$ cat config.mk
export PLATFORM = sky130hd
export DESIGN_NAME = pc_redirect_ctrl
export DESIGN_NICKNAME = d
export VERILOG_FILES = /design/src/rtl/pc_redirect_ctrl_pkg.sv /design/src/rtl/pc_redirect_ctrl.sv
export SDC_FILE = /design/constraint.sdc
export NUM_CORES = 1
export LEC_CHECK = 0
export CAP_MARGIN = 15
export CORE_ASPECT_RATIO = 0.8
export CORE_MARGIN = 1.5
export CORE_UTILIZATION = 42
export CTS_BUF_LIST = sky130_fd_sc_hd__clkbuf_4 sky130_fd_sc_hd__clkbuf_8
export DETAILED_ROUTE_END_ITERATION = 6
export MAX_ROUTING_LAYER = met4
export PLACE_DENSITY_LB_ADDON = 0.1
export SETUP_SLACK_MARGIN = 0.5
export SKIP_CTS_REPAIR_TIMING = 1
export SLEW_MARGIN = 30
export SYNTH_ARGS = -nofsm -noshare
export SYNTH_HDL_FRONTEND = slang
export SYNTH_SLANG_ARGS = --single-unit
$ cat constraint.sdc
create_clock -name clk -period 3.2 [get_ports clk]
set_input_delay 0.8 -clock clk [delete_from_list [all_inputs] [get_ports clk]]
set_output_delay 0.8 -clock clk [all_outputs]
set_load 0.01 [all_outputs]
$ cat src/rtl/pc_redirect_ctrl_pkg.sv
// Shared constants and types for the fetch PC redirect controller.
// Holds the boot address, epoch width, controller states and redirect-source encoding.
package pc_redirect_ctrl_pkg;

   localparam logic [31:0] RESET_PC = 32'h1c00_0000;
   localparam int unsigned EPOCH_W  = 2;
   localparam logic [31:0] PC_STEP  = 32'd4;

   typedef enum logic [1:0] {
      ST_BOOT = 2'd0,
      ST_RUN  = 2'd1,
      ST_IDLE = 2'd2
   } state_e;

   // Winning redirect source for the current cycle, highest priority first.
   typedef enum logic [2:0] {
      SRC_NONE = 3'd0,
      SRC_EXCP = 3'd1,
      SRC_BR   = 3'd2,
      SRC_IDLE = 3'd3,
      SRC_BP   = 3'd4,
      SRC_SEQ  = 3'd5
   } redir_src_e;

   function automatic logic [31:0] seq_pc(input logic [31:0] pc);
      return pc + PC_STEP;
   endfunction

   function automatic logic flushes_pipe(input redir_src_e src);
      return (src == SRC_EXCP) || (src == SRC_BR);
   endfunction

endpackage : pc_redirect_ctrl_pkg

$ cat src/rtl/pc_redirect_ctrl.sv
// Next-fetch-PC controller: selects between exception, branch, idle, predicted and
// sequential targets, sequences BOOT/RUN/IDLE, and stamps requests with a flush epoch.
module pc_redirect_ctrl
   import pc_redirect_ctrl_pkg::*;
#(
   parameter logic [31:0] RESET_PC = pc_redirect_ctrl_pkg::RESET_PC
) (
   input  logic                 clk,
   input  logic                 rst,
   input  logic                 excp_valid_i,
   input  logic [31:0]          excp_target_i,
   input  logic                 br_valid_i,
   input  logic [31:0]          br_target_i,
   input  logic                 bp_taken_i,
   input  logic [31:0]          bp_target_i,
   input  logic                 idle_valid_i,
   input  logic [31:0]          idle_target_i,
   input  logic                 intr_i,
   input  logic                 fetch_ready_i,
   output logic                 fetch_valid_o,
   output logic [31:0]          pc_o,
   output logic [EPOCH_W-1:0]   epoch_o,
   output logic                 idle_o
);

   state_e               state_q, state_d;
   logic [31:0]          pc_q, pc_d;
   logic [EPOCH_W-1:0]   epoch_q, epoch_d;
   logic                 fetch_valid_q, fetch_valid_d;
   logic                 idle_q, idle_d;

   redir_src_e           src;
   logic                 accept;

   assign accept = fetch_valid_q & fetch_ready_i;

   // Priority select: only the single highest-priority source legal in this state wins.
   always_comb begin
      // NOTE: every signal written here gets a default first so no latch is inferred.
      src = SRC_NONE;
      unique case (state_q)
         ST_RUN: begin
            if (excp_valid_i)            src = SRC_EXCP;
            else if (br_valid_i)         src = SRC_BR;
            else if (idle_valid_i)       src = SRC_IDLE;
            else if (accept && bp_taken_i) src = SRC_BP;
            else if (accept)             src = SRC_SEQ;
         end
         ST_IDLE: begin
            if (excp_valid_i)            src = SRC_EXCP;
         end
         default: src = SRC_NONE;
      endcase
   end

   always_comb begin
      state_d = state_q;
      pc_d    = pc_q;
      epoch_d = epoch_q;

      unique case (src)
         SRC_EXCP: pc_d = excp_target_i;
         SRC_BR:   pc_d = br_target_i;
         SRC_IDLE: pc_d = idle_target_i;
         SRC_BP:   pc_d = bp_target_i;
         SRC_SEQ:  pc_d = seq_pc(pc_q);
         default:  pc_d = pc_q;
      endcase

      // Simultaneous exception and branch collapse into one source, hence one bump.
      if (flushes_pipe(src)) begin
         epoch_d = epoch_q + EPOCH_W'(1);
      end

      unique case (state_q)
         ST_BOOT: state_d = ST_RUN;
         ST_RUN: begin
            if (src == SRC_IDLE) state_d = ST_IDLE;
         end
         ST_IDLE: begin
            if (src == SRC_EXCP || intr_i) state_d = ST_RUN;
         end
         default: state_d = ST_BOOT;
      endcase

      // Outputs are registered from the next state so they never see inputs combinationally.
      fetch_valid_d = (state_d == ST_RUN);
      idle_d        = (state_d == ST_IDLE);
   end

   always_ff @(posedge clk) begin
      // NOTE: reset is synchronous here, so it lives inside the clocked branch and wins
      // over every redirect input sampled on the same edge.
      if (rst) begin
         state_q       <= ST_BOOT;
         pc_q          <= RESET_PC;
         epoch_q       <= '0;
         fetch_valid_q <= 1'b0;
         idle_q        <= 1'b0;
      end else begin
         // NOTE: non-blocking assignments keep every register reading pre-edge values.
         state_q       <= state_d;
         pc_q          <= pc_d;
         epoch_q       <= epoch_d;
         fetch_valid_q <= fetch_valid_d;
         idle_q        <= idle_d;
      end
   end

   assign fetch_valid_o = fetch_valid_q;
   assign pc_o          = pc_q;
   assign epoch_o       = epoch_q;
   assign idle_o        = idle_q;

endmodule : pc_redirect_ctrl

# Word-level counts from Yosys, hierarchy flattened
# Index checks and enable logic that the tools add are counted.
# op_classes
add_sub_neg	2
eq_ne	9
n_mux	11
n_bitwise	1
reduce_logical	5
# ops
op	count
one-hot mux 32 bit (5 select lines)	1
adder 32 x 3 -> 32 bit, second input constant	1
2-to-1 mux 3 bit	5
equality test 3 x 2 -> 1 bit, second input constant	2
equality test 3 bit, second input constant	2
one-hot mux 2 bit (3 select lines)	1
one-hot mux 3 bit (2 select lines)	1
nonzero test 5 bit	1
equality test 2 x 1 -> 1 bit, second input constant	2
equality test 2 bit, second input constant	2
2-to-1 mux 2 bit	2
equality test 3 x 1 -> 1 bit, second input constant	1
adder 2 x 1 -> 2 bit, second input constant	1
zero test 2 bit	1
logical OR 1 bit	2
AND 1 bit	1
logical AND 1 bit	1
2-to-1 mux 1 bit	1
# word_totals
reg_bits	38
in_bits	136
output_inout_bits	36
wordCells	33

# Logic depth before layout (Yosys ltp)
# logic_depth
depth_word	12
ltp_mapped	10

# Worst setup path before layout
# No wires, ideal clock.
# synth_timing
path_kind	in2reg
from	input port excp_valid_i
to	register pc_q[28] (netlist: pc_o[28])
setup_ps	106
arrival_time_ps	2248
required_ps	3094
setup_slack_ps	846
cell_stages	7
cell_sequence	nand3b_2 -> or4_4 -> buf_6 -> buf_2 -> a311oi_1 -> o21ai_0 -> o311ai_0
# synth_via
elab_chain_len	4
# synth_rtl
element	line_no	source
start: declaration	pc_redirect_ctrl.sv:10	input logic excp_valid_i,
2-to-1 mux 1 bit / 2-to-1 mux 3 bit (equally long branches)	pc_redirect_ctrl.sv:50, pc_redirect_ctrl.sv:43	
one-hot mux 3 bit (2 select lines) (*)	pc_redirect_ctrl.sv:41	unique case (state_q)
equality test 3 bit, or another cell as far along	pc_redirect_ctrl.sv:61	unique case (src)
one-hot mux 32 bit (5 select lines) / nonzero test 5 bit (equally long branches)	n/a	
end signal: assignment	pc_redirect_ctrl.sv:103	pc_q <= pc_d;
end: declaration	pc_redirect_ctrl.sv:27	logic [31:0] pc_q, pc_d;
# Every way passes the cells marked *; elsewhere a longest branch is shown, timed or not.
# A chain may end at the register's enable or synchronous reset.

# Worst setup path in the final report
# layout_timing
from	input port fetch_ready_i
to	register pc_q[29] (netlist: pc_o[29])
# layout_via
elab_chain_len	9
# layout_rtl
element	line_no	source
start: declaration	pc_redirect_ctrl.sv:19	input logic fetch_ready_i,
AND 1 bit (*)	pc_redirect_ctrl.sv:35	assign accept = fetch_valid_q & fetch_ready_i;
2-to-1 mux 3 bit / logical AND 1 bit (equally long branches)	pc_redirect_ctrl.sv:47, pc_redirect_ctrl.sv:46	
2-to-1 mux 3 bit (*)	pc_redirect_ctrl.sv:46	else if (accept && bp_taken_i) src = SRC_BP;
2-to-1 mux 3 bit (*)	pc_redirect_ctrl.sv:45	else if (idle_valid_i) src = SRC_IDLE;
2-to-1 mux 3 bit (*)	pc_redirect_ctrl.sv:44	else if (br_valid_i) src = SRC_BR;
2-to-1 mux 3 bit (*)	pc_redirect_ctrl.sv:43	if (excp_valid_i) src = SRC_EXCP;
one-hot mux 3 bit (2 select lines) (*)	pc_redirect_ctrl.sv:41	
equality test 3 bit, or another cell as far along	pc_redirect_ctrl.sv:61	
one-hot mux 32 bit (5 select lines) / nonzero test 5 bit (equally long branches)	n/a	
# Marked as above.

==> impl_metrics.tcl <==
set metrics [dict create \
    place_ws_ns 0.174 \
    yosysWarnings 0 \
    cts.path.max_buffers 2 \
    grt_first_pass_wirelength_mm 20.0 \
    synth_area_leader_cell "sky130_fd_sc_hd__dfxtp_1" \
    synthesis.instances 429 \
    synth.lib_cells_used.distinct 66 \
    final_util_pct 69.0 \
    die_x_um 104 \
    mappedNetlistArea_mm2 0.00342 \
    core-area_mm2 0.00791 \
    placement_rows 29 \
    layout-drive-gt1-share_pct 10.7 \
    wire_per_inst_um 18.5 \
    postSynthAreaPerCell_um2 7.97 \
    cts_tree "built" \
    post_detailed_placement_cell_area_mm2 0.00527 \
    route.antenna.remaining_nets 0 \
    total_power_mw 1.40 \
    cp_data_arrival_time_ns 2.93 \
    synth_async_reset_ratio_pct 0 \
    effective_utilization_at_floorplan_pct 43.2 \
    final_max_slew_viol_count 0 \
    ys_dominant_reg_cell "sky130_fd_sc_hd__dfxtp_1" \
    synth-edff-count 0 \
    via_per_inst 5.99 \
    fin_nets 740 \
    worstSetupStartpointType "input pin" \
    hold_ws_ns 0.486 \
    finalWeightedCongestion 0.897 \
    antenna_found_initial 0 \
    maxCapViolCount 0 \
    chipHeight_um 83.7 \
    io_pins 172 \
    rsz0062_at_grt "yes" \
    detailedRoute.firstIterationViolations 263 \
    post-route-cell-area_mm2 0.00546 \
    detail_route.first_pass.iterations 5 \
    number_of_placed_instances_with_taps_included 696 \
    grt_max_degree 43 \
    netlist_top_cells_area "sky130_fd_sc_hd__dfxtp_1, sky130_fd_sc_hd__mux2i_1, sky130_fd_sc_hd__a221oi_1" \
    synth-seq-area-share_pct 22.3 \
    cts_inserted_buffers 5 \
    setup.worst_path.end_class "register" \
    detailedPlacementHpwl_mm 9.60 \
    port_buffers 171 \
    syn_nets 570 \
    worst_clock_skew_ns 0.00398 \
    remaining_drc_errors 0 \
    layout-area-overhead-vs-synth_pct 59.7 \
    static-leakage-power_nw 2.00 \
    num-fill-cells 679 \
    numClockSinks 38 \
    grt_pass1_vias 3980 \
    worstMarginPinSlew_ns 0.768 \
    power_density_mw_per_mm2 257 \
    detail_route.wirelength_mm 13.1 \
    path_clk_slew_ns 0.08 \
    timing.slew.headroom_pct 48.3 \
    min_period_ns 2.69 \
    cts_root_buffer "sky130_fd_sc_hd__clkbuf_8" \
    critPathRequiredTime_ns 3.44 \
    setup_viol 0 \
    route.vias.total 4230 \
    synth_top_area_share_pct 22.3 \
    crit_fanout 11 \
    clock_insertion_delay_worst_skew_ns 0.30 \
    part_of_the_cycle_the_worst_path_needs_pct 84.0 \
    vdd.ir_drop.worst_v 0.000152 \
    timing.hold.worst.class "register to register" \
    hold_violations 0 \
    floorplan.die_area_mm2 0.00869 \
    tns_ns 0 \
    layout_setup_ws_ns 0.511 \
    finish.cell_count_without_fillers 706 \
    worstSetupPathType "input pin to register" \
    synthesized_flop_and_latch_total 38 \
    antenna_cells 0 \
    fmax_mhz 372 \
    run_status "finished clean" \
    h-tree-depth 2 \
    grt_remaining_overflow 0 \
    groute.usage.overall_pct 29.2 \
]
[registers in the layout (all words and copies together), names as in the netlist]
register,count
fetch_valid_o,1
idle_o,1
epoch_o,2
state_q,2
pc_o,32
[worst paths after layout]
| check | startpoint | endpoint | slack (ns) | cells past startpoint |
|---|---|---|---|---|
| setup / recovery | fetch_ready_i | pc_o[29]$_SDFFE_PP0P_ | 0.51 | 7 |
| hold / removal | epoch_o[1]$_SDFFE_PP0P_ | epoch_o[1]$_SDFFE_PP0P_ | 0.49 | 2 |
| setup reg to reg | state_q[0]$_SDFF_PP0_ | pc_o[29]$_SDFFE_PP0P_ | 0.70 | 8 |
| hold reg to reg | epoch_o[1]$_SDFFE_PP0P_ | epoch_o[1]$_SDFFE_PP0P_ | 0.49 | 2 |
[layout make-up]
cell class	instances	area, um2	share of cell area (%)
clock buffer	6	82.6	1.51
inverter	16	60.1	1.10
multi-input combinational	342	2430	44.6
sequential	38	761	13.9
tap	108	135	2.48
timing repair buffer	196	1980	36.4
[cell families (layout without fill, tap and decap cells)]
kind of cell,after synthesis,count (layout),share of synthesized area (%)
AOI/OAI and AO/OA,140,140,29.3
xor gates and xnor gates,14,14,3.59
buffers and inverters,49,218,7.98
muxes,43,43,13.1
and+or+nand+nor,140,140,21.9
DFF,38,38,22.3
adders and majority gates,5,5,1.83
[Yosys cell counts (all sizes together) (13+ instances only)]
| library cell | n |
|---|---|
| nand2 | 39 |
| dfxtp | 38 |
| mux2i | 29 |
| a21oi | 27 |
| nor2 | 25 |
| a221oi | 23 |
| o21ai | 23 |
| buf | 17 |
| clkbuf | 16 |
| inv | 16 |
| nand3 | 16 |
| mux2 | 14 |
| nor3 | 13 |
[power by group]
part / internal, mW / switching (mW)
registers: 0.504 / 0.0448
clock network: 0.167 / 0.178
logic: 0.314 / 0.197
[worst max-delay path, cell delays in order]
cell                              delay, ns
sky130_fd_sc_hd__clkdlybuf4s50_1       0.47
sky130_fd_sc_hd__nand3b_1              0.24
sky130_fd_sc_hd__a22o_4                0.41
sky130_fd_sc_hd__buf_4                 0.20
sky130_fd_sc_hd__or3_1                 0.44
sky130_fd_sc_hd__nor3b_1               0.23
sky130_fd_sc_hd__a221o_1               0.13
[per-layer routing]
metal	routed length (um)	global-route usage (%)	part of all wire, %	up-vias
met3	952	5.00	7.3	16
met1	5830	38.0	45	2002
met4	172	7.70	1.3	0
met5	0	-	0	-
met2	6100	46.9	47	216
li1	-	-	-	1996
[cells in the final DEF, fill, tap and decap left out, types with 4 or more instances in the layout]
master                            instances
sky130_fd_sc_hd__nand3_1                 16
sky130_fd_sc_hd__clkdlybuf4s50_1        168
sky130_fd_sc_hd__buf_4                   19
sky130_fd_sc_hd__a221oi_1                20
sky130_fd_sc_hd__a22o_1                   4
sky130_fd_sc_hd__a21oi_1                 26
sky130_fd_sc_hd__and2_1                   4
sky130_fd_sc_hd__buf_12                   4
sky130_fd_sc_hd__nand2_1                 39
sky130_fd_sc_hd__a31oi_1                  8
sky130_fd_sc_hd__or4_1                    4
sky130_fd_sc_hd__and3_1                   6
sky130_fd_sc_hd__nand4_1                  8
sky130_fd_sc_hd__xnor2_1                 10
sky130_fd_sc_hd__or3_1                    4
sky130_fd_sc_hd__o21ai_0                 23
sky130_fd_sc_hd__xor2_1                   4
sky130_fd_sc_hd__mux2i_1                 29
sky130_fd_sc_hd__clkbuf_8                 6
sky130_fd_sc_hd__mux2_2                  13
sky130_fd_sc_hd__o22a_1                   6
sky130_fd_sc_hd__nor3_1                  13
sky130_fd_sc_hd__nor2_1                  22
sky130_fd_sc_hd__inv_1                   16
sky130_fd_sc_hd__dfxtp_1                 38
sky130_fd_sc_hd__o211ai_1                 6
sky130_fd_sc_hd__a211o_1                  4
sky130_fd_sc_hd__ha_1                     5
No activity file was read; power rests on OpenSTA's default activity.
